File: src/rtl/prim_dispatcher_if.sv
// Command handshake bundle between the host command queue and prim_dispatcher.
//   cmd_valid      command present (host -> dispatcher)
//   cmd_ready      dispatcher accepts the command this cycle (dispatcher -> host)
//   cmd_type       0 = line, 1 = circle, 2/3 = illegal
//   cmd_positions  {x0[9:0], y0[8:0], x1_or_r[9:0], y1[8:0]}
//   cmd_color      pixel colour for the whole primitive
// The master modport is the host side; the slave modport is the dispatcher side.
interface prim_dispatcher_if #(
  parameter int unsigned COLOR_W = 8
);
  logic               cmd_valid;
  logic               cmd_ready;
  logic [1:0]         cmd_type;
  logic [37:0]        cmd_positions;
  logic [COLOR_W-1:0] cmd_color;

  modport master (
    output cmd_valid,
    output cmd_type,
    output cmd_positions,
    output cmd_color,
    input  cmd_ready
  );

  modport slave (
    input  cmd_valid,
    input  cmd_type,
    input  cmd_positions,
    input  cmd_color,
    output cmd_ready
  );
endinterface

File: src/rtl/prim_dispatcher.sv
// prim_dispatcher: sequences draw commands onto the line and circle rasterizer
// engines and forwards the selected engine's pixel addresses to the framebuffer
// write port, holding the engine while the framebuffer is busy.
//
// Ports
//   clk, rst        system clock (rising edge), synchronous active-high reset
//   cmd             command handshake (slave side of prim_dispatcher_if)
//   eng_positions   latched positions shared by both engines
//   line_go/circ_go one-cycle start pulse for the line/circle engine
//   eng_stop        engine hold: framebuffer busy or timeout abort cycle
//   line_*/circ_*   pixel address, address valid and finished from each engine
//   fb_busy         framebuffer cannot accept a write this cycle
//   fb_we/addr/data registered framebuffer write port
//   prim_done       one-cycle pulse when a primitive completes
//   cmd_err         one-cycle pulse on illegal command type or timeout abort
//   prim_count      completed primitives (wrapping)
//   clip_count      dropped out-of-range pixels (saturating)
module prim_dispatcher #(
  parameter int unsigned FB_W    = 640,
  parameter int unsigned FB_H    = 480,
  parameter int unsigned COLOR_W = 8,
  parameter int unsigned TIMEOUT = 1048576
) (
  input  logic               clk,
  input  logic               rst,
  prim_dispatcher_if.slave   cmd,
  output logic [37:0]        eng_positions,
  output logic               line_go,
  output logic               circ_go,
  output logic               eng_stop,
  input  logic [18:0]        line_addr,
  input  logic               line_pvalid,
  input  logic               line_done,
  input  logic [18:0]        circ_addr,
  input  logic               circ_pvalid,
  input  logic               circ_done,
  input  logic               fb_busy,
  output logic               fb_we,
  output logic [18:0]        fb_addr,
  output logic [COLOR_W-1:0] fb_data,
  output logic               prim_done,
  output logic               cmd_err,
  output logic [15:0]        prim_count,
  output logic [15:0]        clip_count
);

  localparam logic [1:0] S_IDLE  = 2'd0;
  localparam logic [1:0] S_START = 2'd1;
  localparam logic [1:0] S_DRAW  = 2'd2;
  localparam logic [1:0] S_DONE  = 2'd3;

  localparam int unsigned FB_SIZE = FB_W * FB_H;
  localparam int unsigned CNT_W   = $clog2(TIMEOUT);
  localparam logic [CNT_W-1:0] CNT_LAST = CNT_W'(TIMEOUT - 1);

  logic [1:0]         state_q;
  logic               circ_sel_q;   // latched type: 1 = circle, 0 = line
  logic [COLOR_W-1:0] color_q;
  logic [37:0]        pos_q;
  logic [CNT_W-1:0]   cnt_q;
  logic               err_q;
  logic               fb_we_q;
  logic [18:0]        fb_addr_q;
  logic [COLOR_W-1:0] fb_data_q;
  logic [15:0]        prim_count_q;
  logic [15:0]        clip_count_q;

  logic        accept;
  logic        legal;
  logic        in_draw;
  logic [18:0] sel_addr;
  logic        sel_pvalid;
  logic        sel_done;
  logic        timeout_hit;
  logic        pix_take;
  logic        in_range;

  // Only the engine chosen by the latched type is observed.
  always_comb begin
    sel_addr   = line_addr;
    sel_pvalid = line_pvalid;
    sel_done   = line_done;
    if (circ_sel_q) begin
      sel_addr   = circ_addr;
      sel_pvalid = circ_pvalid;
      sel_done   = circ_done;
    end
  end

  // State-decoded outputs are masked by rst so nothing is asserted while reset
  // is held, even though the state register only clears on the next edge.
  always_comb begin
    cmd.cmd_ready = (state_q == S_IDLE) && !rst;
    in_draw       = (state_q == S_DRAW) && !rst;
    accept        = cmd.cmd_valid && cmd.cmd_ready;
    legal         = !cmd.cmd_type[1];
    // A done arriving in the last allowed cycle wins over the abort.
    timeout_hit   = in_draw && !sel_done && (cnt_q == CNT_LAST);
    // The engine is being held during the abort cycle, so its pixel is not taken.
    pix_take      = in_draw && sel_pvalid && !fb_busy && !timeout_hit;
    in_range      = (32'(sel_addr) < FB_SIZE);
    line_go       = (state_q == S_START) && !circ_sel_q && !rst;
    circ_go       = (state_q == S_START) &&  circ_sel_q && !rst;
    eng_stop      = in_draw && (fb_busy || timeout_hit);
    prim_done     = (state_q == S_DONE) && !rst;
    // Illegal-type errors are registered; the timeout error coincides with
    // the abort cycle itself.
    cmd_err       = err_q || timeout_hit;
  end

  always_ff @(posedge clk) begin
    if (rst) begin
      state_q      <= S_IDLE;
      circ_sel_q   <= 1'b0;
      color_q      <= '0;
      pos_q        <= '0;
      cnt_q        <= '0;
      err_q        <= 1'b0;
      prim_count_q <= '0;
    end else begin
      err_q <= 1'b0;
      case (state_q)
        S_IDLE: begin
          if (accept) begin
            if (legal) begin
              circ_sel_q <= cmd.cmd_type[0];
              pos_q      <= cmd.cmd_positions;
              color_q    <= cmd.cmd_color;
              state_q    <= S_START;
            end else begin
              err_q <= 1'b1;
            end
          end
        end
        S_START: begin
          cnt_q   <= '0;
          state_q <= S_DRAW;
        end
        S_DRAW: begin
          if (sel_done) begin
            state_q <= S_DONE;
          end else if (timeout_hit) begin
            state_q <= S_IDLE;
          end else begin
            cnt_q <= cnt_q + 1'b1;
          end
        end
        S_DONE: begin
          prim_count_q <= prim_count_q + 16'd1;
          state_q      <= S_IDLE;
        end
        default: state_q <= S_IDLE;
      endcase
    end
  end

  // Framebuffer write port and clip counter.
  always_ff @(posedge clk) begin
    if (rst) begin
      fb_we_q      <= 1'b0;
      fb_addr_q    <= '0;
      fb_data_q    <= '0;
      clip_count_q <= '0;
    end else begin
      fb_we_q <= pix_take && in_range;
      if (pix_take && in_range) begin
        fb_addr_q <= sel_addr;
        fb_data_q <= color_q;
      end
      if (pix_take && !in_range && (clip_count_q != 16'hFFFF)) begin
        clip_count_q <= clip_count_q + 16'd1;
      end
    end
  end

  assign eng_positions = pos_q;
  assign fb_we         = fb_we_q;
  assign fb_addr       = fb_addr_q;
  assign fb_data       = fb_data_q;
  assign prim_count    = prim_count_q;
  assign clip_count    = clip_count_q;

endmodule

File: src/flat_wrapper.sv
// flat-port wrapper written by rule: the top's interface ports become plain ports
module prim_dispatcher_flat 
#(
  parameter int unsigned FB_W    = 640,
  parameter int unsigned FB_H    = 480,
  parameter int unsigned COLOR_W = 8,
  parameter int unsigned TIMEOUT = 1048576
)
  (clk, rst, eng_positions, line_go, circ_go, eng_stop, line_addr, line_pvalid, line_done, circ_addr, circ_pvalid, circ_done, fb_busy, fb_we, fb_addr, fb_data, prim_done, cmd_err, prim_count, clip_count, cmd_cmd_valid, cmd_cmd_type, cmd_cmd_positions, cmd_cmd_color, cmd_cmd_ready);
  prim_dispatcher_if #(.COLOR_W(COLOR_W)) cmd_i ();
  input  logic clk;
  input  logic rst;
  output logic [37:0] eng_positions;
  output logic line_go;
  output logic circ_go;
  output logic eng_stop;
  input  logic [18:0] line_addr;
  input  logic line_pvalid;
  input  logic line_done;
  input  logic [18:0] circ_addr;
  input  logic circ_pvalid;
  input  logic circ_done;
  input  logic fb_busy;
  output logic fb_we;
  output logic [18:0] fb_addr;
  output logic [COLOR_W-1:0] fb_data;
  output logic prim_done;
  output logic cmd_err;
  output logic [15:0] prim_count;
  output logic [15:0] clip_count;
  input wire logic [$bits(cmd_i.cmd_valid)-1:0] cmd_cmd_valid;
  input wire logic [$bits(cmd_i.cmd_type)-1:0] cmd_cmd_type;
  input wire logic [$bits(cmd_i.cmd_positions)-1:0] cmd_cmd_positions;
  input wire logic [$bits(cmd_i.cmd_color)-1:0] cmd_cmd_color;
  output wire logic [$bits(cmd_i.cmd_ready)-1:0] cmd_cmd_ready;
  assign cmd_i.cmd_valid = cmd_cmd_valid;
  assign cmd_i.cmd_type = cmd_cmd_type;
  assign cmd_i.cmd_positions = cmd_cmd_positions;
  assign cmd_i.cmd_color = cmd_cmd_color;
  assign cmd_cmd_ready = cmd_i.cmd_ready;
  prim_dispatcher #(.FB_W(FB_W), .FB_H(FB_H), .COLOR_W(COLOR_W), .TIMEOUT(TIMEOUT)) u_core (.clk(clk), .rst(rst), .cmd(cmd_i), .eng_positions(eng_positions), .line_go(line_go), .circ_go(circ_go), .eng_stop(eng_stop), .line_addr(line_addr), .line_pvalid(line_pvalid), .line_done(line_done), .circ_addr(circ_addr), .circ_pvalid(circ_pvalid), .circ_done(circ_done), .fb_busy(fb_busy), .fb_we(fb_we), .fb_addr(fb_addr), .fb_data(fb_data), .prim_done(prim_done), .cmd_err(cmd_err), .prim_count(prim_count), .clip_count(clip_count));
endmodule
File: config.mk
export PLATFORM = sky130hd
export DESIGN_NAME = prim_dispatcher_flat
export DESIGN_NICKNAME = d
export VERILOG_FILES = /design/src/rtl/prim_dispatcher_if.sv /design/src/rtl/prim_dispatcher.sv /design/src/flat_wrapper.sv
export SDC_FILE = /design/constraint.sdc
export NUM_CORES = 1
export LEC_CHECK = 0
export BUFFER_PORTS_ARGS = -buffer_cell sky130_fd_sc_hd__buf_2
export CORE_UTILIZATION = 45
export DETAILED_ROUTE_END_ITERATION = 8
export MAX_ROUTING_LAYER = met4
export PLACE_DENSITY_LB_ADDON = 0.08
export SYNTH_ARGS = -nofsm -noshare
export SYNTH_HDL_FRONTEND = slang
export SYNTH_SLANG_ARGS = --single-unit
File: constraint.sdc
create_clock -name clk -period 3.5 [get_ports clk]
set_clock_uncertainty 0.05 [all_clocks]
set_input_delay 0.875 -clock clk [delete_from_list [all_inputs] [get_ports clk]]
set_output_delay 0.875 -clock clk [all_outputs]
set_load 0.03 [all_outputs]
==> impl_metrics.yaml, run 1 <==
synthesis:
  yosysSeqAreaShare_pct: 44.9
  synth-main-ff-cell: "dfxtp_1"
  synth_top_area_cell: "dfxtp_1"
  synth_warnings: 0
  syn_inst: 693
  netlist_top_cells_area: "dfxtp_1 (45%), a21oi_1 (9.1%), nand2_1 (8.1%), mux2i_1 (4.1%), a211oi_1 (2.3%)"
  yosysTopAreaCellShare_pct: 44.9
  ys_async_sr_fraction_pct: 0
  synth_seq_cells: 130
  avgSynthCellArea_um2: 8.37
  synth-edff-count: 0
  syn_nets: 795
  yosysUniqueCellTypes: 56
  netlist_area_mm2: 0.00580
pwr:
  total_power_uw: 4030
  power.density_mw_per_mm2: 531
  power_leakage_uw: 0.00310
  ir_drop_v: 0.000400
run:
  drv_cap: 0
placement:
  gp_congestion: 0.930
  dp_hpwl_um: 10800
  port_buffers: 197
  dpl-instance-area_mm2: 0.00692
die:
  start_util_pct: 46.1
  rows: 41
  die-area_mm2: 0.0133
  die_height_um: 116
  die_x_um: 116
  coreArea_mm2: 0.0126
  ios: 198
detailed_routing:
  drtPass1Iterations: 4
  ant_nets: 0
  wirelength_um: 15300
  remaining_drc_errors: 0
  drt_iter0_drc: 401
  routedWlPerCell_um: 14.4
  vias_per_cell: 5.41
  vias: 5745
sta:
  max_freq_ghz: 0.305
  tightest_slew_ns: 1.12
  final_period_minus_worst_setup_slack_ns: 3.28
  rsz0062_at_grt: "no"
  whs_ns: 0.402
  final-setup-viol-count: 0
  slew_viol_final: 0
  tns_ns: 0
  relSlewSlack_pct: 24.8
  final-hold-violation-count: 0
  period_share_pct: 93.7
grt:
  grt_remaining_overflow: 0
  grt_pass1_vias: 5407
  grt_start_max_net_pins: 61
  grt_antenna_before_repair: 1
  grt_pass1_wl_um: 24900
  grtUsageTotal_pct: 24.2
final_layout:
  layout_commonest_cell: "buf_2"
  nets: 978
  design_area_mm2: 0.00758
  layout_common_cells: "buf_2 (196), dfxtp_1 (130), nand2_1 (125)"
  fillers: 1162
  final_util_pct: 60.3
  drive_gt1_share_pct: 28.9
  area_delta_synth_final_pct: 30.7
cts:
  post_cts_buffers: 0
  cts_buffers: 17
  postCtsHoldBufs: 0
  cts_tree: "built"
  cts_root_buf: "clkbuf_16"
  cts.clk_slew.worst_paths_ns: 0.06
  post_cts_resized: 0
  cts.sinks: 130
  cts_max_level: 4
  clockBufferDepth: 2
  worstSkewPairLatency_ns: 0.43
critical_path:
  crit_required_ns: 2.57
  crit_type: "in -> out"
  cp-end-kind: "primary output"
  cp.arrival_ns: 2.36
  startpoint_type: "input pin"
  cp_max_fo: 6
outcome:
  status: "completed"
min_path:
  hold_path.class: "reg -> reg"
==> synthesized netlist by cell type (all sizes together) (5+ instances only) <==
master / instances
dfxtp: 130
o21ai: 26
nor3: 6
and4: 8
and3: 12
nand4: 18
and2: 5
nand2: 125
inv: 9
clkbuf: 31
or4: 18
xor2: 7
buf: 16
nor2b: 5
a21oi: 105
nor4: 5
xnor2: 5
nor2: 22
mux2i: 24
or3: 15
o31ai: 16
ha: 8
a211oi: 18
nand3: 17
==> registers in the layout, indices dropped and copies added, names as in the netlist <==
name / flops
u_core.eng_positions: 38
u_core.cnt_q: 20
u_core.fb_addr: 19
u_core.clip_count: 16
u_core.prim_count: 16
u_core.color_q: 8
u_core.fb_data: 8
u_core.state_q: 2
u_core.circ_sel_q: 1
u_core.err_q: 1
u_core.fb_we: 1
==> area by class of cell <==
class                   count  area (µm²)  share of cell area (%)
multi-input cells         506        2970                    39.3
flip-flops and latches    130        2600                    34.3
repair buffers            211        1090                    14.4
clock buffers              17         425                    5.61
clock inverters            15         226                    2.99
well taps                 172         215                    2.84
inverters                  10        37.5                   0.495
diodes                      1        2.50                  0.0330
==> routing by layer <==
metal	vias up	share of wire [%]	track usage (%)
li1	2871	-	-
met1	2681	43	28.0
met2	168	49	39.6
met3	25	5.2	5.49
met4	0	2.5	11.9
met5	-	0	-
==> path summary, 6_finish.rpt <==
| path | cells after the start | start | endpoint | slack (ns) |
|---|---|---|---|---|
| setup / recovery | 6 | line_done | cmd_err | 0.22 |
| hold / removal | 2 | u_core.eng_positions[29] | u_core.eng_positions[29] | 0.40 |
| setup reg to reg | 6 | u_core.circ_sel_q | u_core.clip_count[3] | 0.71 |
| hold reg to reg | 2 | u_core.eng_positions[29] | u_core.eng_positions[29] | 0.40 |
==> cells by family after synthesis <==
group	count (synthesis)	synth area share (%)
compound gates	186	18.8
xor+xnor	12	1.81
fa+ha+maj	8	1.73
buf+inv	57	4.14
flops	130	44.9
mux	27	4.79
simple gates	273	23.9
==> through the flow <==
step / instances / setup slack [ns]
floorplan: 693 / 0.0947
finish: 1062 / 0.220
global route: 1062 / 0.131
CTS: 1061 / 0.245
global placement: 1029 / 0.240
detailed placement: 1029 / 0.250
==> where the power goes <==
group	leakage [µW]	internal, µW	total, µW	switching [µW]
clock	0.000311	1270	1950	683
sequential	0.00105	1530	1560	27.4
combinational	0.00173	167	517	350
==> critical path, cell delays in order <==
cell and delay, ns:
buf_2 0.11, mux2_4 0.29, or3_1 0.37, nor2_1 0.33, or2_2 0.19, buf_2 0.19
Power figures use the tool's default switching activity.
==> run 2: changes to the inputs <==
- RECOVER_POWER: not set -> 100
==> impl_metrics.yaml, run 2 (synthesis gave the netlist of run 1 again) <==
pwr:
  power_frac_comb_pct: 12.5
  switchingPower_uw: 1060
  internal-power_uw: 2950
  ir_drop_v: 0.000400
  p_sw_share_pct: 26.4
  power_leakage_uw: 0.00263
  p_seq_share_pct: 38.8
  power.density_mw_per_mm2: 540
  clkPwrFrac_pct: 48.7
die:
  ios: 198
  die_height_um: 116
  rows: 41
  die-area_mm2: 0.0133
  start_util_pct: 46.1
  coreArea_mm2: 0.0126
  die_x_um: 116
sta:
  tightest_slew_ns: 1.17
  period_share_pct: 93.7
  max_freq_ghz: 0.305
  final-setup-viol-count: 0
  final_period_minus_worst_setup_slack_ns: 3.28
  slew_viol_final: 0
  tns_ns: 0
  rsz0062_at_grt: "no"
  relSlewSlack_pct: 22.0
  final-hold-violation-count: 0
cts:
  cts_buffers: 17
  cts_max_level: 4
  cts.sinks: 130
  cts_root_buf: "clkbuf_16"
  clockBufferDepth: 2
  post_cts_buffers: 0
  post_cts_resized: 0
  postCtsHoldBufs: 0
  worstSkewPairLatency_ns: 0.42
  cts.clk_slew.worst_paths_ns: 0.06
  cts_tree: "built"
outcome:
  status: "completed"
critical_path:
  crit_required_ns: 2.57
  cp_max_fo: 6
  crit_type: "in -> out"
  startpoint_type: "input pin"
  cp-end-kind: "primary output"
  cp.arrival_ns: 2.36
final_layout:
  multiInputGateArea_mm2: 0.00297
  layout_common_cells: "dfxtp_1 (130), nand2_1 (125), a21oi_1 (105), clkbuf_1 (105), buf_2 (91)"
  final_util_pct: 59.1
  largest_reg_flops: 38
  area_delta_synth_final_pct: 28.1
  fillers: 1222
  layout_commonest_cell: "dfxtp_1"
  regArea_mm2: 0.00260
  drive_gt1_share_pct: 17.1
  nets: 978
min_path:
  hold_path.class: "reg -> reg"
detailed_routing:
  vias_per_cell: 5.42
  routedWlPerCell_um: 14.4
  wirelength_um: 15300
  drtPass1Iterations: 4
  drt_iter0_drc: 418
  vias: 5757
  remaining_drc_errors: 0
  ant_nets: 0
grt:
  grt_start_max_net_pins: 61
  grt_pass1_wl_um: 24900
  grt_antenna_before_repair: 1
  grtUsageTotal_pct: 24.2
  grt_remaining_overflow: 0
  grt_pass1_vias: 5407
placement:
  gp_congestion: 0.930
  dp_hpwl_um: 10800
  port_buffers: 197
run:
  drv_cap: 0
==> run 2: power by group through the flow <==
stage / logic, µW / clock network [µW] / registers (µW)
2_1_floorplan: 279 / 0 / 1650
3_5_place_dp: 519 / 0 / 1590
3_3_place_gp: 509 / 0 / 1580
6_report: 503 / 1950 / 1560
4_1_cts: 521 / 1990 / 1560
5_1_grt: 557 / 2060 / 1560
==> run 2: metrics by stage <==
stage | hold slack, ns | instances | setup slack, ns | total power, µW | cell area (µm²)
after floorplan | 0.387 | 693 | 0.0947 | 1930 | 5800
after global placement | 0.389 | 1029 | 0.240 | 2090 | 6920
after detailed placement | 0.396 | 1029 | 0.250 | 2110 | 6920
after CTS | 0.404 | 1061 | 0.245 | 4060 | 7570
after global routing | 0.419 | 1062 | 0.105 | 4180 | 7430
final | 0.404 | 1062 | 0.219 | 4010 | 7430
==> run 2: routing by layer <==
metal / global-route usage [%] / up-vias / part of all wire, %
met5: - / - / 0
met4: 11.9 / 0 / 2.8
met3: 5.49 / 33 / 5.4
met2: 39.6 / 161 / 49
met1: 28.0 / 2691 / 43
li1: - / 2872 / -
==> run 2: cell type report <==
type | count | area share (%)
timing repair buffer | 211 | 12.7
multi-input combinational | 506 | 40.0
clock buffer | 17 | 5.73
inverter | 10 | 0.505
sequential | 130 | 35.0
antenna | 1 | 0.0337
clock inverter | 15 | 3.05
tap | 172 | 2.90
==> run 2: worst max-delay path, cell delays in order <==
cell and delay (ns):
buf_2 0.11, mux2_4 0.28, or3_1 0.37, nor2_1 0.33
or2_2 0.19, clkbuf_2 0.20
==> run 2: final timing paths <==
path	cells past startpoint	start	end	slack [ns]
hold reg to reg	2	u_core.color_q[6]	u_core.color_q[6]	0.40
setup / recovery	6	circ_done	cmd_err	0.22
setup reg to reg	7	u_core.circ_sel_q	u_core.clip_count[13]	0.30
hold / removal	2	u_core.color_q[6]	u_core.color_q[6]	0.40
